[src/rtl/serial_word_pkg.sv]
// rtl/serial_word_pkg.sv - shared width helpers and bit-order constants for the serial word collector
package serial_word_pkg;

  localparam bit ORDER_MSB = 1'b1;
  localparam bit ORDER_LSB = 1'b0;

  // Bits needed to count 0..width-1 received bits.
  function automatic int cnt_w(input int width);
    return $clog2(width);
  endfunction

  // Bits needed to express a fill level of 0..depth inclusive.
  function automatic int lvl_w(input int depth);
    return $clog2(depth) + 1;
  endfunction

endpackage

[src/rtl/serial_word_collector_if.sv]
// rtl/serial_word_collector_if.sv - bit-stream input, word handshake output and status bundle
interface serial_word_collector_if
  import serial_word_pkg::*;
#(
  parameter int WIDTH = 32,
  parameter int DEPTH = 4
);

  logic                      bit_vld;
  logic                      bit_in;
  logic                      frame_sync;
  logic [WIDTH-1:0]          word_out;
  logic                      word_vld;
  logic                      word_rdy;
  logic [lvl_w(DEPTH)-1:0]   fill_level;
  logic                      overflow;
  logic                      clear_ovf;

  // Producer of bits and consumer of words.
  modport master (
    output bit_vld, bit_in, frame_sync, word_rdy, clear_ovf,
    input  word_out, word_vld, fill_level, overflow
  );

  // The collector itself.
  modport slave (
    input  bit_vld, bit_in, frame_sync, word_rdy, clear_ovf,
    output word_out, word_vld, fill_level, overflow
  );

endinterface

[src/rtl/word_fifo.sv]
// rtl/word_fifo.sv - synchronous show-ahead FIFO with a registered head word
module word_fifo
  import serial_word_pkg::*;
#(
  parameter int WIDTH = 32,
  parameter int DEPTH = 4
) (
  input  logic                    clk,
  input  logic                    rst,
  input  logic                    push,
  input  logic [WIDTH-1:0]        push_data,
  input  logic                    pop,
  output logic [WIDTH-1:0]        head,
  output logic                    full,
  output logic                    empty,
  output logic [lvl_w(DEPTH)-1:0] level
);

  localparam int PW = $clog2(DEPTH);
  localparam int LW = lvl_w(DEPTH);

  logic [WIDTH-1:0] mem [DEPTH];
  logic [PW-1:0]    rd_ptr;
  logic [PW-1:0]    wr_ptr;
  logic [PW-1:0]    rd_next;
  logic [LW-1:0]    cnt;
  logic             do_push;
  logic             do_pop;

  assign full    = (cnt == LW'(DEPTH));
  assign empty   = (cnt == '0);
  assign level   = cnt;
  assign rd_next = rd_ptr + PW'(1);
  assign do_pop  = pop && !empty;
  // A pop in the same cycle frees the slot, so a push into a full FIFO is still taken.
  assign do_push = push && (!full || do_pop);

  // Storage array; contents need no reset because the pointers and count do.
  always_ff @(posedge clk) begin
    if (do_push) begin
      mem[wr_ptr] <= push_data;
    end
  end

  // Pointers and occupancy; power-of-two depth makes pointer wrap natural.
  always_ff @(posedge clk) begin
    if (rst) begin
      rd_ptr <= '0;
      wr_ptr <= '0;
      cnt    <= '0;
    end else begin
      if (do_push) wr_ptr <= wr_ptr + PW'(1);
      if (do_pop)  rd_ptr <= rd_next;
      case ({do_push, do_pop})
        2'b10:   cnt <= cnt + LW'(1);
        2'b01:   cnt <= cnt - LW'(1);
        default: cnt <= cnt;
      endcase
    end
  end

  // Head register: loads the word that will be at the front after this edge, else holds.
  always_ff @(posedge clk) begin
    if (rst) begin
      head <= '0;
    end else if (do_push && (empty || (do_pop && cnt == LW'(1)))) begin
      head <= push_data;
    end else if (do_pop && cnt >= LW'(2)) begin
      head <= mem[rd_next];
    end
  end

endmodule

[src/rtl/serial_word_collector.sv]
// rtl/serial_word_collector.sv - reassembles strobed serial bits into words and buffers them
module serial_word_collector
  import serial_word_pkg::*;
#(
  parameter int WIDTH     = 32,
  parameter int DEPTH     = 4,
  parameter bit MSB_FIRST = ORDER_MSB
) (
  input  logic                    clk,
  input  logic                    rst,
  serial_word_collector_if.slave  bus
);

  localparam int CW = cnt_w(WIDTH);
  localparam logic [CW-1:0] CNT_LAST = CW'(WIDTH - 1);

  logic [CW-1:0]    cnt;
  logic [WIDTH-1:0] asm_reg;
  logic [WIDTH-1:0] asm_next;
  logic             complete;
  logic             pop;
  logic             full;
  logic             empty;
  logic             drop;
  logic             ovf_reg;

  function automatic logic [WIDTH-1:0] shift_in(input logic [WIDTH-1:0] cur, input logic b);
    if (MSB_FIRST == ORDER_MSB) return {cur[WIDTH-2:0], b};
    else                        return {b, cur[WIDTH-1:1]};
  endfunction

  // Next assembly value; a frame_sync restarts from an empty word holding only bit_in.
  always_comb begin
    asm_next = shift_in(bus.frame_sync ? '0 : asm_reg, bus.bit_in);
    complete = bus.bit_vld && !bus.frame_sync && (cnt == CNT_LAST);
    pop      = bus.word_vld && bus.word_rdy;
    drop     = complete && full && !pop;
  end

  // Bit counter and assembly register.
  always_ff @(posedge clk) begin
    if (rst) begin
      cnt     <= '0;
      asm_reg <= '0;
    end else if (bus.bit_vld) begin
      if (bus.frame_sync) begin
        cnt     <= CW'(1);
        asm_reg <= asm_next;
      end else if (complete) begin
        cnt     <= '0;
        asm_reg <= '0;
      end else begin
        cnt     <= cnt + CW'(1);
        asm_reg <= asm_next;
      end
    end
  end

  // Sticky overflow; a new drop takes priority over a clear in the same cycle.
  always_ff @(posedge clk) begin
    if (rst) begin
      ovf_reg <= 1'b0;
    end else if (drop) begin
      ovf_reg <= 1'b1;
    end else if (bus.clear_ovf) begin
      ovf_reg <= 1'b0;
    end
  end

  word_fifo #(
    .WIDTH (WIDTH),
    .DEPTH (DEPTH)
  ) u_fifo (
    .clk       (clk),
    .rst       (rst),
    .push      (complete),
    .push_data (asm_next),
    .pop       (pop),
    .head      (bus.word_out),
    .full      (full),
    .empty     (empty),
    .level     (bus.fill_level)
  );

  assign bus.word_vld = !empty;
  assign bus.overflow = ovf_reg;

endmodule

[src/flat_wrapper.sv]
// flat-port wrapper written by rule: the top's interface ports become plain ports
module serial_word_collector_flat import serial_word_pkg::*;
#(
  parameter int WIDTH     = 32,
  parameter int DEPTH     = 4,
  parameter bit MSB_FIRST = ORDER_MSB
)
  (clk, rst, bus_bit_vld, bus_bit_in, bus_frame_sync, bus_word_rdy, bus_clear_ovf, bus_word_out, bus_word_vld, bus_fill_level, bus_overflow);
  serial_word_collector_if #(.WIDTH(WIDTH), .DEPTH(DEPTH)) bus_i ();
  input  logic clk;
  input  logic rst;
  input wire logic [$bits(bus_i.bit_vld)-1:0] bus_bit_vld;
  input wire logic [$bits(bus_i.bit_in)-1:0] bus_bit_in;
  input wire logic [$bits(bus_i.frame_sync)-1:0] bus_frame_sync;
  input wire logic [$bits(bus_i.word_rdy)-1:0] bus_word_rdy;
  input wire logic [$bits(bus_i.clear_ovf)-1:0] bus_clear_ovf;
  output wire logic [$bits(bus_i.word_out)-1:0] bus_word_out;
  output wire logic [$bits(bus_i.word_vld)-1:0] bus_word_vld;
  output wire logic [$bits(bus_i.fill_level)-1:0] bus_fill_level;
  output wire logic [$bits(bus_i.overflow)-1:0] bus_overflow;
  assign bus_i.bit_vld = bus_bit_vld;
  assign bus_i.bit_in = bus_bit_in;
  assign bus_i.frame_sync = bus_frame_sync;
  assign bus_i.word_rdy = bus_word_rdy;
  assign bus_i.clear_ovf = bus_clear_ovf;
  assign bus_word_out = bus_i.word_out;
  assign bus_word_vld = bus_i.word_vld;
  assign bus_fill_level = bus_i.fill_level;
  assign bus_overflow = bus_i.overflow;
  serial_word_collector #(.WIDTH(WIDTH), .DEPTH(DEPTH), .MSB_FIRST(MSB_FIRST)) u_core (.clk(clk), .rst(rst), .bus(bus_i));
endmodule
[config.mk]
export PLATFORM = sky130hd
export DESIGN_NAME = serial_word_collector_flat
export DESIGN_NICKNAME = d
export VERILOG_FILES = /design/src/rtl/serial_word_pkg.sv /design/src/rtl/serial_word_collector_if.sv /design/src/rtl/word_fifo.sv /design/src/rtl/serial_word_collector.sv /design/src/flat_wrapper.sv
export SDC_FILE = /design/constraint.sdc
export NUM_CORES = 1
export LEC_CHECK = 0
export ABC_CLOCK_PERIOD_IN_PS = 7290
export CAP_MARGIN = 20
export CORE_UTILIZATION = 45
export CTS_CLUSTER_DIAMETER = 100
export DETAILED_ROUTE_END_ITERATION = 12
export GPL_TIMING_DRIVEN = 0
export PLACE_DENSITY = 0.64
export SYNTH_ARGS = -nofsm -noshare
export SYNTH_HDL_FRONTEND = slang
export SYNTH_HIERARCHICAL = 1
export SYNTH_SLANG_ARGS = --single-unit
[constraint.sdc]
create_clock -name clk -period 7.29 [get_ports clk]
set_input_delay 1.458 -clock clk [delete_from_list [all_inputs] [get_ports clk]]
set_output_delay 1.458 -clock clk [all_outputs]
set_load 0.03 [all_outputs]
==> impl_results.html <==
<table>
<tr><th>Metric</th><th>Value</th></tr>
<tr><th colspan="2">Synthesis</th></tr>
<tr><td>Synthesized area divided by synthesized cell count</td><td>roughly 15 um^2</td></tr>
<tr><td>Main combinational cell family by area after synthesis</td><td>simple AND/OR/NAND/NOR gates</td></tr>
<tr><td>Post-synth top area cell</td><td>edfxtp_1</td></tr>
<tr><td>Adder and majority cell fraction of the synthesized area</td><td>1.61%</td></tr>
<tr><td>Area share of the leading cell type in the synthesized netlist</td><td>between 40% and 50%</td></tr>
<tr><td>Post-synthesis cell area</td><td>8540 um^2</td></tr>
<tr><td>Compound-gate portion of the synthesized area</td><td>between 10% and 20%</td></tr>
<tr><td>Yosys reg bits</td><td>between 200 and 250</td></tr>
<tr><td>Post-synthesis share of cell area spent on xor and xnor gates</td><td>less than 1%</td></tr>
<tr><td>Warnings, synthesis</td><td>6</td></tr>
<tr><td>Simple-Gate Fraction of Synth Area</td><td>around a tenth</td></tr>
<tr><td>Sequential element share of the synthesized area</td><td>62.8%</td></tr>
<tr><td>Top post-synthesis cells by area</td><td>edfxtp_1, dfxtp_1, mux4_1, a311oi_2, nor2_1</td></tr>
<tr><td>Net Count, Synth</td><td>605</td></tr>
<tr><td>Cell count after synthesis</td><td>587</td></tr>
<tr><td>Mux contribution to synthesized area</td><td>under 10%</td></tr>
<tr><td>Number of unique standard cell types used by synthesis</td><td>43</td></tr>
<tr><th colspan="2">Clocking</th></tr>
<tr><td>Clock tree buffer depth</td><td>3</td></tr>
<tr><td>Clock latency reported for the late side of the worst-skew pair</td><td>between 0.4 and 0.5 ns</td></tr>
<tr><td>Clock tree from TritonCTS</td><td>done</td></tr>
<tr><td>Number of CTS-inserted buffers</td><td>22</td></tr>
<tr><td>Buffers inserted by post-CTS timing repair</td><td>0</td></tr>
<tr><td>Root Buffer</td><td>clkbuf_16</td></tr>
<tr><td>Number of sinks driven by the clock tree</td><td>slightly above 200</td></tr>
<tr><td>Cts hold-fix bufs</td><td>0</td></tr>
<tr><td>Cells resized by post-CTS repair</td><td>0</td></tr>
<tr><td>Register clock-pin slew on the reported worst setup and hold paths</td><td>approximately 0.060 ns</td></tr>
<tr><td>CTS HTree Levels</td><td>1</td></tr>
<tr><th colspan="2">Route</th></tr>
<tr><td>Post-detailed-route count of antenna-violating nets</td><td>0</td></tr>
<tr><td>Total wire length</td><td>approximately 18000 um</td></tr>
<tr><td>Detailed-route via count</td><td>approximately 5000</td></tr>
<tr><td>Via/cell ratio</td><td>~5.5</td></tr>
<tr><td>Detailed Routing Iterations Pass 1</td><td>4</td></tr>
<tr><td>DRC violation count after routing</td><td>0</td></tr>
<tr><td>Violation count after the first detailed-routing iteration</td><td>243</td></tr>
<tr><td>Average detailed-routed wire length per instance</td><td>around 19 um</td></tr>
<tr><th colspan="2">Global route</th></tr>
<tr><td>Via count of the first global-routing pass</td><td>roughly 5200</td></tr>
<tr><td>Maximum number of pins on one net before global-route repair</td><td>20</td></tr>
<tr><td>Overflow left after global routing</td><td>0</td></tr>
<tr><td>GRT Resource Usage Total</td><td>18.7%</td></tr>
<tr><td>Number of antenna violations at the first check in global routing</td><td>2</td></tr>
<tr><td>Wire length of the first global-routing pass</td><td>between 20000 and 30000 um</td></tr>
<tr><th colspan="2">Min path</th></tr>
<tr><td>Class of the worst hold path</td><td>flip-flop to flip-flop</td></tr>
<tr><th colspan="2">Final layout</th></tr>
<tr><td>Nets</td><td>roughly 670</td></tr>
<tr><td>Largest register FFs</td><td>128</td></tr>
<tr><td>Layout cells sized above 1</td><td>around 17%</td></tr>
<tr><td>Most common cell after layout, fill and taps aside</td><td>edfxtp_1</td></tr>
<tr><td>Final core area utilization</td><td>a little over half</td></tr>
<tr><td>Leading cell types in the layout, fill and taps excluded</td><td>edfxtp_1, dfxtp_1, nor2_1, nand2_1, clkdlybuf4s50_1</td></tr>
<tr><td>Non-filler cells, final</td><td>slightly above 900</td></tr>
<tr><td>Post-Layout Inst Area</td><td>~10000 um^2</td></tr>
<tr><td>Layout Area Growth over Synthesis</td><td>17.6%</td></tr>
<tr><th colspan="2">Critical path</th></tr>
<tr><td>Crit-path max FO</td><td>7</td></tr>
<tr><td>Critical path type</td><td>flip-flop to output pin</td></tr>
<tr><td>Crit path DAT</td><td>between 2 and 2.5 ns</td></tr>
<tr><td>Critical path required time</td><td>~6 ns</td></tr>
<tr><td>Type of element launching the critical path</td><td>flip-flop</td></tr>
<tr><td>Crit end category</td><td>output pin</td></tr>
<tr><th colspan="2">Timing</th></tr>
<tr><td>Worst slack on hold paths</td><td>0.495 ns</td></tr>
<tr><td>Tightest slew margin relative to the limit</td><td>around 55%</td></tr>
<tr><td>Setup-violating endpoint count in the final report</td><td>0</td></tr>
<tr><td>Pin slew with the least headroom to its limit</td><td>just under 0.7 ns</td></tr>
<tr><td>Fmax</td><td>between 200 and 300 MHz</td></tr>
<tr><td>Total Neg Setup Slack</td><td>0 ns</td></tr>
<tr><td>Largest clock skew in the final design</td><td>around 0.0068 ns</td></tr>
<tr><td>Final worst path period share</td><td>between 50 and 60%</td></tr>
<tr><td>Post-route minimum period</td><td>about 3.8 ns</td></tr>
<tr><td>Slew Viols, Final</td><td>0</td></tr>
<tr><td>Hold Violations, Final</td><td>0</td></tr>
<tr><td>Unrepaired setup endpoints after global routing</td><td>false</td></tr>
<tr><th colspan="2">Flow run</th></tr>
<tr><td>Max-cap check violation count</td><td>0</td></tr>
<tr><th colspan="2">Floorplanning</th></tr>
<tr><td>Effective utilization at floorplan</td><td>45.8%</td></tr>
<tr><td>Top Ports</td><td>44</td></tr>
<tr><td>Die extent in y</td><td>approximately 140 um</td></tr>
<tr><td>Total Die Area</td><td>about 20000 um^2</td></tr>
<tr><td>Count of standard-cell rows</td><td>50</td></tr>
<tr><td>Core region area</td><td>18600 um^2</td></tr>
<tr><td>Die width</td><td>approximately 140 um</td></tr>
<tr><th colspan="2">Power and ir drop</th></tr>
<tr><td>Worst supply voltage drop on vdd</td><td>around 0.17 mV</td></tr>
<tr><td>PD cells</td><td>236 nW/um^2</td></tr>
<tr><td>Leakage</td><td>approximately 3.4 nW</td></tr>
<tr><th colspan="2">Placed design</th></tr>
<tr><td>Buffers added on ports</td><td>40</td></tr>
<tr><td>Cells after DPL</td><td>just under 900</td></tr>
<tr><td>Final weighted congestion of routability-driven global placement</td><td>between 0.7 and 0.8</td></tr>
<tr><td>Estimated wirelength of the detail-placed design</td><td>~11000 um</td></tr>
<tr><td>Placement Cell Area</td><td>9350 um^2</td></tr>
<tr><th colspan="2">Status</th></tr>
<tr><td>Status</td><td>finished, final reports clean</td></tr>
</table>
layout make-up:
cell class	instances	area [um^2]
Inverter	11	41.3
Sequential cell	204	5370
Multi-Input combinational cell	329	2760
Buffer	43	377
Clock inverter	5	30.0
Clock buffer	35	662
Fill cell	1519	8600
Timing Repair Buffer	44	510
Tap cell	234	293
Antenna cell	1	2.50
final timing paths:
path	start	endpoint	slack, ns	depth (start not counted)
max	u_core/u_fifo/level[1]$_SDFFE_PP0P_	bus_word_vld	3.51	6
max reg2reg	u_core/cnt[0]$_SDFFE_PP0P_	u_core/u_fifo/mem[3][18]$_DFFE_PP_	4.31	7
min reg2reg	u_core/bus.overflow$_SDFFE_PP0P_	u_core/bus.overflow$_SDFFE_PP0P_	0.50	2
min	u_core/bus.overflow$_SDFFE_PP0P_	u_core/bus.overflow$_SDFFE_PP0P_	0.50	2
cell families (layout without fill, tap and decap cells):
group                      count (synthesis)  count (layout)
AOI/OAI and AO/OA                         83              83
adders and majority gates                 11              11
xor gates and xnor gates                   3               3
muxes                                     34              34
other                                      0               1
DFF                                      204             204
and+or+nand+nor                          198             198
buffers and inverters                     54             138
synthesized netlist by cell type (all sizes together):
cell / count
edfxtp: 128
dfxtp: 76
nor2: 75
nand2: 67
a311oi: 34
mux4: 32
a22oi: 31
nor2b: 31
clkbuf: 23
buf: 19
ha: 11
inv: 11
a21oi: 7
and3: 5
nand3b: 5
nand3: 4
nor3: 4
o21ai: 4
a211oi: 2
nand2b: 2
or3b: 2
xor2: 2
a31oi: 1
a32oi: 1
and2: 1
and3b: 1
dlygate4sd1: 1
mux2: 1
mux2i: 1
nor3b: 1
o211ai: 1
o21a: 1
o21ba: 1
xnor2: 1
per-layer routing:
layer  vias up  track usage [%]  wire (um)
li1       2351                -          -
met1      2538             24.4       7770
met2        97             31.6       8740
met3        38             3.41        693
met4         2             6.36        445
met5         -                0          8
per-stage QoR:
step | power [mW] | setup WS, ns
final | 2.37 | 3.51
after global routing | 2.44 | 3.37
after CTS | 2.39 | 3.49
after detailed placement | 1.34 | 3.72
after global placement | 1.34 | 2.92
after floorplan | 1.31 | 3.88
worst max-delay path, stage by stage, from the launching register on:
cell,delay (ns)
dfxtp_1,0.45
inv_1,0.12
ha_1,0.28
nand2b_1,0.15
inv_1,0.10
inv_1,0.07
clkdlybuf4s50_1,0.66
power breakdown:
part	switching [mW]	leakage (nW)	internal, mW
combinational	0.0573	1.25	0.0334
clock	0.431	0.333	0.623
sequential	0.00562	1.81	1.22
Note: power is estimated with default switching activity, not from simulation.
